[config.mk]
export PLATFORM = sky130hd
export DESIGN_NAME = enc_arbiter_8
export DESIGN_NICKNAME = d
export VERILOG_FILES = /design/src/rtl/enc_arbiter_8.sv
export SDC_FILE = /design/constraint.sdc
export NUM_CORES = 1
export LEC_CHECK = 0
export ABC_AREA = 1
export CELL_PAD_IN_SITES_DETAIL_PLACEMENT = 0
export CELL_PAD_IN_SITES_GLOBAL_PLACEMENT = 1
export CORE_MARGIN = 4
export CORE_UTILIZATION = 43
export DETAILED_ROUTE_END_ITERATION = 10
export PLACE_DENSITY_LB_ADDON = 0.1
export SLEW_MARGIN = 10
export SYNTH_ARGS = -nofsm -noshare
export SYNTH_HDL_FRONTEND = slang
export SYNTH_SLANG_ARGS = --single-unit
[constraint.sdc]
create_clock -name clk -period 4 [get_ports clk]
set_clock_uncertainty 0.15 [all_clocks]
set_input_delay 0.8 -clock clk [delete_from_list [all_inputs] [get_ports clk]]
set_output_delay 0.8 -clock clk [all_outputs]
set_load 0.02 [all_outputs]
[src/rtl/enc_arbiter_8.sv]
// Eight-requester arbiter with registered one-hot grant and encoded index.
// Round-robin or fixed-priority selection, a bounded tenure and a one-cycle gap between grants.
module enc_arbiter_8 #(
  parameter int RR       = 1,
  parameter int MAX_HOLD = 15
) (
  input  logic       clk,
  input  logic       rst,
  input  logic       en,
  input  logic [7:0] req,
  output logic [7:0] gnt,
  output logic [2:0] y,
  output logic       v,
  output logic       timeout
);

  typedef enum logic [1:0] {S_IDLE, S_GRANT, S_GAP} state_t;

  localparam logic [7:0] LP_MAX_HOLD = 8'(MAX_HOLD);

  state_t     r_state, w_state_next;
  logic [7:0] r_gnt, w_gnt_next;
  logic [7:0] r_cnt, w_cnt_next;
  logic [2:0] r_y, w_y_next;
  logic [2:0] r_last, w_last_next;
  logic       r_v, w_v_next;
  logic       r_timeout, w_timeout_next;
  logic [2:0] w_win;
  logic [2:0] w_idx;
  logic       w_any;

  assign w_any = |req;

  // Scanning from the far end and overwriting leaves the nearest hit in w_win.
  always_comb begin
    w_win = '0;
    w_idx = '0;
    if (RR != 0) begin
      for (int d = 8; d >= 1; d--) begin
        w_idx = r_last + 3'(d);
        if (req[w_idx]) w_win = w_idx;
      end
    end else begin
      for (int i = 0; i < 8; i++) begin
        if (req[i]) w_win = 3'(i);
      end
    end
  end

  always_comb begin
    w_state_next   = r_state;
    w_gnt_next     = r_gnt;
    w_cnt_next     = r_cnt;
    w_y_next       = r_y;
    w_last_next    = r_last;
    w_v_next       = r_v;
    w_timeout_next = 1'b0;
    case (r_state)
      S_IDLE: begin
        w_gnt_next = '0;
        w_v_next   = 1'b0;
        if (en && w_any) begin
          w_gnt_next   = 8'b1 << w_win;
          w_y_next     = w_win;
          w_v_next     = 1'b1;
          w_cnt_next   = 8'd1;
          w_state_next = S_GRANT;
        end
      end
      S_GRANT: begin
        if (!en || !req[r_y]) begin
          w_gnt_next   = '0;
          w_v_next     = 1'b0;
          w_state_next = S_GAP;
        end else if ((MAX_HOLD != 0) && (r_cnt == LP_MAX_HOLD)) begin
          w_gnt_next     = '0;
          w_v_next       = 1'b0;
          w_timeout_next = 1'b1;
          w_state_next   = S_GAP;
        end else if (r_cnt != 8'hFF) begin
          w_cnt_next = r_cnt + 8'd1;
        end
      end
      S_GAP: begin
        w_gnt_next   = '0;
        w_v_next     = 1'b0;
        w_last_next  = r_y;
        w_state_next = S_IDLE;
      end
      default: begin
        w_gnt_next   = '0;
        w_v_next     = 1'b0;
        w_state_next = S_IDLE;
      end
    endcase
  end

  always_ff @(posedge clk or posedge rst) begin
    if (rst) begin
      r_state   <= S_IDLE;
      r_gnt     <= '0;
      r_cnt     <= '0;
      r_y       <= '0;
      r_last    <= 3'd7;
      r_v       <= 1'b0;
      r_timeout <= 1'b0;
    end else begin
      r_state   <= w_state_next;
      r_gnt     <= w_gnt_next;
      r_cnt     <= w_cnt_next;
      r_y       <= w_y_next;
      r_last    <= w_last_next;
      r_v       <= w_v_next;
      r_timeout <= w_timeout_next;
    end
  end

  assign gnt     = r_gnt;
  assign y       = r_y;
  assign v       = r_v;
  assign timeout = r_timeout;

endmodule

==> results of run 1 <==
[sequential cells by signal (all words and copies together) (netlist names)]
signal and flops:
gnt 8, r_cnt 8, r_last 3, r_state 2, timeout 1, v 1, y 3
[cell type report]
cell class,instances,area (um^2),share of cell area
multi-input cells,210,1090,0.485
repair buffers,23,230,0.103
clock buffers,3,41.3,0.0185
flip-flops and latches,26,654,0.293
well taps,52,65.1,0.0291
inverters,34,130,0.0582
clock inverters,1,30.0,0.0134
[cells in the mapped netlist (3+ instances only)]
cell,n
nand4_1,3
nand2_1,81
nand2_2,12
nor2_1,19
nand3_1,33
a21oi_1,13
ha_1,3
dfrtp_1,23
nor4_1,3
o21ai_1,4
nand3_2,11
xor2_1,3
inv_1,27
inv_2,6
o21ai_0,11
dfstp_2,3
[routing by layer]
layer / GRT usage / part of all wire / vias to the layer above
met3: 0.0120 / 0.020 / 4
met5: 0 / 0 / -
li1: - / - / 936
met1: 0.225 / 0.46 / 810
met4: 0.0415 / 0.010 / 0
met2: 0.301 / 0.50 / 18
[worst reg2reg max path, delay by kind of cell, from the launching register on]
kind,cells,cell delay (ns)
adder cells (fa/ha/maj),1,0.47
buffers and inverters,3,0.34
flip-flops,1,0.66
AND/OR/NAND/NOR,13,0.97
[through the flow]
stage / instances / hold WS (ns) / total power [mW]
after global routing: 349 / 0.361 / 2.41
final: 349 / 0.338 / 2.17
after CTS: 349 / 0.342 / 2.19
after detailed placement: 345 / 0.318 / 1.96
after floorplan: 275 / 0.324 / 1.64
after global placement: 345 / 0.316 / 1.96
[power by group]
part / leakage (nW) / switching [mW] / total, mW / internal, mW
Clock: 0.0357 / 0.0821 / 0.216 / 0.134
Sequential: 0.338 / 0.107 / 0.469 / 0.362
Combinational: 0.743 / 0.967 / 1.48 / 0.515
Total: 1.12 / 1.16 / 2.17 / 1.01
[worst max path at each step]
stage | startpoint | end | slack (ns)
floorplan | r_last[0]$_DFFE_PP1N_ | gnt[2]$_DFFE_PP0P_ | 1.53
global placement | req[1] | r_cnt[4]$_DFFE_PP0P_ | 1.04
detailed placement | req[5] | r_cnt[4]$_DFFE_PP0P_ | 0.99
CTS | r_last[1]$_DFFE_PP1N_ | gnt[6]$_DFFE_PP0P_ | 1.29
global route | req[5] | r_cnt[6]$_DFFE_PP0P_ | 1.03
finish | req[1] | r_cnt[4]$_DFFE_PP0P_ | 1.30
[logic make-up (layout without fill, tap and decap cells)]
family                   after synthesis  in the layout  synth area share
buffers and inverters                 39             61            0.0956
AO/OA/AOI/OAI                         36             36             0.110
flip-flops                            26             26             0.340
XOR/XNOR                               4              4            0.0182
adder cells (fa/ha/maj)                3              3            0.0195
AND/OR/NAND/NOR                      167            167             0.417
==> flow_summary.json, run 1 <==
{
  "yosysWarnings": 0,
  "synth_fp_nets": 289,
  "die_area_mm2": 0.00561,
  "post-route-util": 0.514,
  "cp_cell_sequence": "clkdlybuf4s50_1 -> nor4_1 -> a21oi_1 -> nand2_1 -> o21ai_2 -> nand2_2 -> inv_1 -> a21oi_1 -> a21oi_1",
  "tightest_slew_ns": 0.967,
  "synth_area_mm2": 0.00192,
  "reg2reg_depth": 17,
  "viasPerCell": 5.07,
  "required_ns": 4.01,
  "synthTopCellsByArea": "dfrtp_1 30%, nand2_1 16%, nand3_1 8.6%",
  "drc_errors": 0,
  "synth_edf_count": 0,
  "grt_overflow": 0,
  "initial_utilization": 0.442,
  "synth-seq-cells": 26,
  "core-area_mm2": 0.00435,
  "ant_nets": 0,
  "final_common_cell": "nand2_1",
  "cts_sinks": 26,
  "rows": 24,
  "via_count": 1768,
  "grt_pass1_vias": 1658,
  "drv_cap": 0,
  "tns_ns": 0,
  "drt_wl_total_um": 4390,
  "final_nets": 312,
  "postLayoutSetupSlackWorst_ns": 1.30,
  "reg2reg_setup_slack_ns": 1.30,
  "cts_made_buffers": 3,
  "critPathKind": "in2reg",
  "final_cell_mix": "81 x nand2_1, 33 x nand3_1, 27 x inv_1, 23 x dfrtp_1, 23 x clkdlybuf4s50_1",
  "clk_pin_slew_worst_paths_ns": 0.09,
  "worst_r2r_endpoint": "gnt[6]$_DFFE_PP0P_",
  "relSlewSlack": 0.355,
  "cp_max_fo": 13,
  "postLayoutCellArea_mm2": 0.00224,
  "avgSynthCellArea_um2": 7.00,
  "drtPass1Iterations": 4,
  "area_growth_pct": 16.3,
  "yosys.area.top_type": "dfrtp_1",
  "cts_buffer_depth": 2,
  "path_buf_inv": 2,
  "peakVddDrop_uv": 382,
  "pin_count": 24,
  "synth_cell_types": 31,
  "finalMaxSlewViolations": 0,
  "detailedPlace.worstSlack_ns": 0.988,
  "gp_congestion": 0.888,
  "min_to": "gnt[3]$_DFFE_PP0P_",
  "cts_resized": 0,
  "synthFlopType": "dfrtp_1",
  "r2r-start": "r_last[1]$_DFFE_PP1N_",
  "critPathTopFamily": "simple AND/OR/NAND/NOR gates",
  "power.density_mw_per_mm2": 969,
  "ctsHtreeMaxLevel": 1,
  "synthCells": 275,
  "wire_per_inst_um": 12.6,
  "critPathLaunchType": "input port",
  "gr-usage-all-layers": 0.170,
  "dp_hpwl_um": 3510,
  "clock.fmax_mhz": 370,
  "cts_tree": "built",
  "period_minus_slack_ns": 2.70,
  "cp_slowest_cell": "clkdlybuf4s50_1",
  "portBuffers": 23,
  "die_width_um": 74.9,
  "fin_crit_sh": 0.676,
  "grt_pass1_wl_um": 7510,
  "leakage_nw": 1.12,
  "ctsHoldBuffers": 0,
  "synth.top_cell.area_share": 0.299,
  "rsz0062_at_grt": "no",
  "async_reset_ff_frac": 1.00,
  "root_buffer": "clkbuf_8",
  "hp-class": "reg2reg",
  "placed_cell_area_mm2": 0.00217,
  "setup-violations-final": 0,
  "drive_gt1_frac": 0.148,
  "cp-end-kind": "register",
  "min_from": "gnt[3]$_DFFE_PP0P_",
  "fp.dieH_um": 74.9,
  "clock_latency_ns": 0.27,
  "hold_viol": 0,
  "n_antenna_cell": 0,
  "antenna_found_initial": 0,
  "grt_max_degree": 27,
  "worstPathArrival_ns": 2.71,
  "outcome": "completed",
  "synth.yosys.seq_area_share": 0.340,
  "cpMostUsedCell": "a21oi_1",
  "cp.depth": 9,
  "post-cts-setup-buffers": 0,
  "whs_path_depth": 2,
  "drt_iter0_drc": 81,
  "slowest_delay_ns": 0.48,
  "fill_cells": 430
}
Note: power is estimated with default switching activity, not from simulation.
==> run 2: changes to the inputs <==
CORE_UTILIZATION = 40   (was 43)
clock period = 2.75 ns   (was 4 ns; I/O delays follow)
==> flow_summary.json, run 2 (synthesis results as in run 1) <==
{
  "combPwrFrac": 0.714,
  "n_antenna_cell": 0,
  "grt_overflow": 0,
  "rows": 24,
  "critPathLaunch": "r_last[1]$_DFFE_PP1N_",
  "root_buffer": "clkbuf_8",
  "hold_viol": 0,
  "p_switching_mw": 1.70,
  "worstPathArrival_ns": 2.56,
  "gp_congestion": 0.861,
  "relSlewSlack": 0.763,
  "ant_nets": 0,
  "tightest_slew_ns": 0.355,
  "leakage_nw": 1.14,
  "cts_buffer_depth": 2,
  "cp-end-kind": "register",
  "worst_r2r_endpoint": "gnt[1]$_DFFE_PP0P_",
  "power_frac_seq": 0.208,
  "die_width_um": 77.4,
  "clk_pin_slew_worst_paths_ns": 0.09,
  "finalMaxSlewViolations": 0,
  "wire_per_inst_um": 13.3,
  "post-route-util": 0.504,
  "power.density_mw_per_mm2": 1390,
  "initial_utilization": 0.427,
  "r2r-start": "r_last[1]$_DFFE_PP1N_",
  "ctsHoldBuffers": 0,
  "outcome": "completed",
  "drt_wl_total_um": 4720,
  "drv_cap": 0,
  "cts_sinks": 26,
  "hp-class": "reg2reg",
  "die_area_mm2": 0.00598,
  "gr-usage-all-layers": 0.162,
  "crit_end": "gnt[1]$_DFFE_PP0P_",
  "portBuffers": 23,
  "cts_tree": "built",
  "grt_max_degree": 19,
  "drt_iter0_drc": 115,
  "cp_max_fo": 9,
  "swShare": 0.541,
  "fin_crit_sh": 0.907,
  "drive_gt1_frac": 0.168,
  "post-cts-setup-buffers": 0,
  "via_count": 1815,
  "final_cell_mix": "81 x nand2_1, 33 x nand3_1, 27 x inv_1, 23 x dfrtp_1, 23 x clkdlybuf4s50_1",
  "area_growth_pct": 17.9,
  "power.internal_mw": 1.44,
  "drc_errors": 0,
  "core-area_mm2": 0.00450,
  "critPathKind": "reg2reg",
  "tns_ns": 0,
  "reg2reg_setup_slack_ns": 0.26,
  "reg2reg_depth": 14,
  "grt_pass1_wl_um": 8000,
  "viasPerCell": 5.11,
  "dp_hpwl_um": 3780,
  "clock.fmax_mhz": 401,
  "ctsHtreeMaxLevel": 1,
  "clock_latency_ns": 0.27,
  "required_ns": 2.81,
  "p_clk_frac": 0.078,
  "drtPass1Iterations": 4,
  "fp.dieH_um": 77.4,
  "critPathLaunchType": "register",
  "setup-violations-final": 0,
  "cts_made_buffers": 3,
  "final_nets": 318,
  "pin_count": 24,
  "peakVddDrop_uv": 662,
  "final_common_cell": "nand2_1",
  "antenna_found_initial": 0,
  "period_minus_slack_ns": 2.49,
  "cts_resized": 0,
  "grt_pass1_vias": 1777,
  "rsz0062_at_grt": "no"
}
run 2: worst min-delay path by stage:
stage                                    start                   end  slack, ns  cells past startpoint
after CTS                        v$_DFFE_PP0P_         v$_DFFE_PP0P_       0.34                      2
after global placement           v$_DFFE_PP0P_         v$_DFFE_PP0P_       0.30                      2
final                       gnt[5]$_DFFE_PP0P_    gnt[5]$_DFFE_PP0P_       0.34                      2
after detailed placement    gnt[0]$_DFFE_PP0P_    gnt[0]$_DFFE_PP0P_       0.32                      2
after floorplan           r_cnt[7]$_DFFE_PP0P_  r_cnt[7]$_DFFE_PP0P_       0.32                      2
after global routing        gnt[3]$_DFFE_PP0P_    gnt[3]$_DFFE_PP0P_       0.37                      2
run 2: through the flow:
stage	instances	hold slack, ns	instance area [um^2]	power, mW	worst slack, ns
floorplan	275	0.324	1920	2.39	0.284
global placement	351	0.305	2210	2.94	0.0742
detailed placement	351	0.315	2210	2.92	0.0962
CTS	355	0.337	2270	3.17	0.160
global route	355	0.369	2270	3.51	0.0274
finish	355	0.336	2270	3.15	0.257
run 2: area by class of cell:
type                       count  area, um^2
clock buffer                   4        55.1
fill                         470        2240
inverter                      34         130
multi-input combinational    210        1090
sequential                    26         654
tap                           52        65.1
timing repair buffer          29         275
run 2: per-layer routing:
layer  routed length (um)  track usage  vias up
met2                 2370        0.300       26
met4                   63       0.0427        0
met5                    0            0        -
met3                   95       0.0174        6
met1                 2190        0.201      833
li1                     -            -      950
run 2: power by group through the flow:
stage	registers, mW	clock network [mW]	logic (mW)
after CTS	0.657	0.251	2.27
after floorplan	0.704	0	1.69
after global placement	0.667	0	2.27
after global routing	0.671	0.270	2.57
final	0.654	0.245	2.25
after detailed placement	0.663	0	2.26
run 2: critical path, cell delays in order (launching register included):
cell     delay, ns
dfstp_2       0.54
inv_2         0.08
ha_2          0.45
inv_2         0.11
nand3_1       0.14
nand3_2       0.11
nand3_1       0.11
nand2_1       0.05
nand2_1       0.05
nand2_1       0.05
nand2_1       0.06
nand2_1       0.08
a21oi_2       0.25
nand3_1       0.12
nand2_1       0.08
==> run 3: changes to the inputs <==
CELL_PAD_IN_SITES_DETAIL_PLACEMENT = not set   (was 0)
CELL_PAD_IN_SITES_GLOBAL_PLACEMENT = not set   (was 1)
CORE_UTILIZATION = 55   (was 40)
GPL_TIMING_DRIVEN = 0   (was not set)
==> flow_summary.json, run 3 (synthesis results as in run 1) <==
{
  "outcome": "completed",
  "postLayoutSetupSlackWorst_ns": 0.242,
  "cts_sinks": 26,
  "critPathTopFamily": "simple AND/OR/NAND/NOR gates",
  "hp-class": "reg2reg",
  "viasPerCell": 5.36,
  "critPathKind": "reg2reg",
  "die_width_um": 67.2,
  "leakage_nw": 1.15,
  "finalNonFillerCells": 348,
  "p_switching_mw": 1.71,
  "grt_overflow": 0,
  "post-route-util": 0.683,
  "gr-usage-all-layers": 0.207,
  "path_buf_inv": 6,
  "rows": 21,
  "swShare": 0.529,
  "ctsHtreeMaxLevel": 1,
  "ctsHoldBuffers": 0,
  "power.density_mw_per_mm2": 1410,
  "drt_iter0_drc": 253,
  "required_ns": 2.87,
  "grt_pass1_vias": 1676,
  "dp_hpwl_um": 3310,
  "hold_viol": 0,
  "cp_max_fo": 10,
  "core-area_mm2": 0.00336,
  "drive_gt1_frac": 0.169,
  "relSlewSlack": 0.365,
  "fin_crit_sh": 0.912,
  "placed_cell_area_mm2": 0.00221,
  "cts_buffer_depth": 2,
  "finalMaxSlewViolations": 0,
  "post-cts-setup-buffers": 0,
  "power_frac_seq": 0.193,
  "grt_max_degree": 27,
  "slowest_delay_ns": 0.56,
  "clock.fmax_mhz": 399,
  "drtPass1Iterations": 7,
  "combPwrFrac": 0.726,
  "holdWs_ns": 0.347,
  "root_buffer": "clkbuf_4",
  "min_from": "gnt[2]$_DFFE_PP0P_",
  "portBuffers": 23,
  "final_common_cell": "nand2_1",
  "reg2reg_setup_slack_ns": 0.24,
  "worstPathArrival_ns": 2.63,
  "final_cell_mix": "81 x nand2_1, 32 x nand3_1, 27 x inv_1, 23 x dfrtp_1, 23 x clkdlybuf4s50_1",
  "cts_tree": "built",
  "cts_made_buffers": 3,
  "initial_utilization": 0.572,
  "power_mw": 3.23,
  "critPathLaunch": "r_last[0]$_DFFE_PP1N_",
  "cp-end-kind": "register",
  "period_minus_slack_ns": 2.51,
  "area_growth_pct": 19.4,
  "cp_cell_sequence": "buf_6 -> inv_4 -> buf_12 -> ha_4 -> inv_4 -> nand3_1 -> nand3_1 -> nand2_1 -> inv_1 -> nor2_1 -> inv_1 -> nand2_4 -> nand3_1 -> nand2_1",
  "n_antenna_cell": 0,
  "cp_slowest_cell": "dfstp_2",
  "drv_cap": 0,
  "tns_ns": 0,
  "worst_r2r_endpoint": "gnt[5]$_DFFE_PP0P_",
  "clock_latency_ns": 0.32,
  "wire_per_inst_um": 12.2,
  "via_count": 1867,
  "drt_wl_total_um": 4260,
  "peakVddDrop_uv": 734,
  "power.internal_mw": 1.52,
  "cpMostUsedCell": "nand3_1",
  "die_area_mm2": 0.00451,
  "tightest_slew_ns": 0.951,
  "gp_congestion": 0.913,
  "pin_count": 24,
  "antenna_found_initial": 0,
  "detailedPlace.worstSlack_ns": 0.00551,
  "rsz0062_at_grt": "no",
  "grt_pass1_wl_um": 7250,
  "r2r-start": "r_last[0]$_DFFE_PP1N_",
  "ant_nets": 0,
  "crit_end": "gnt[5]$_DFFE_PP0P_",
  "reg2reg_depth": 14,
  "cp.depth": 14,
  "drc_errors": 0,
  "place_inst": 344,
  "clk_pin_slew_worst_paths_ns": 0.14,
  "final_nets": 317,
  "critPathLaunchType": "register",
  "fp.dieH_um": 67.2,
  "setup-violations-final": 0,
  "postLayoutCellArea_mm2": 0.00230,
  "p_clk_frac": 0.080
}
==> run 3: cell type report <==
| type | count | area [um^2] |
|---|---|---|
| buffer | 5 | 53.8 |
| clock buffer | 3 | 22.5 |
| clock inverter | 1 | 30.0 |
| fill | 314 | 1070 |
| inverter | 34 | 133 |
| multi-input combinational | 210 | 1120 |
| sequential | 26 | 654 |
| tap | 46 | 57.6 |
| timing repair buffer | 23 | 230 |
==> run 3: routing by layer <==
layer,vias to the layer above,track usage,routed length [um]
met3,8,0.0233,195
met5,-,0,0
met4,0,0.0734,57
li1,950,-,-
met1,855,0.271,1930
met2,54,0.353,2080
==> run 3: worst min path at each step <==
stage	to	depth (start not counted)
finish	gnt[2]$_DFFE_PP0P_	2
global route	gnt[0]$_DFFE_PP0P_	2
CTS	v$_DFFE_PP0P_	2
detailed placement	gnt[4]$_DFFE_PP0P_	2
global placement	v$_DFFE_PP0P_	2
floorplan	r_cnt[7]$_DFFE_PP0P_	2
==> run 3: timing repair <==
action	in CTS	in global routing
pin swaps	0	0
endpoints found under the setup margin	3	11
gates resized for setup	1	5
==> run 3: power by group through the flow <==
| stage | Combinational, mW | Clock (mW) | Sequential [mW] |
|---|---|---|---|
| floorplan | 1.69 | 0 | 0.704 |
| detailed placement | 2.26 | 0 | 0.634 |
| finish | 2.34 | 0.259 | 0.624 |
| CTS | 2.27 | 0.263 | 0.626 |
| global route | 2.63 | 0.282 | 0.646 |
| global placement | 2.22 | 0 | 0.633 |
==> run 3: tightest hold or removal path: stages (launching register included) <==
cell and delay (ns):
dfrtp_1 0.37, nand2_1 0.05, nand2_1 0.05
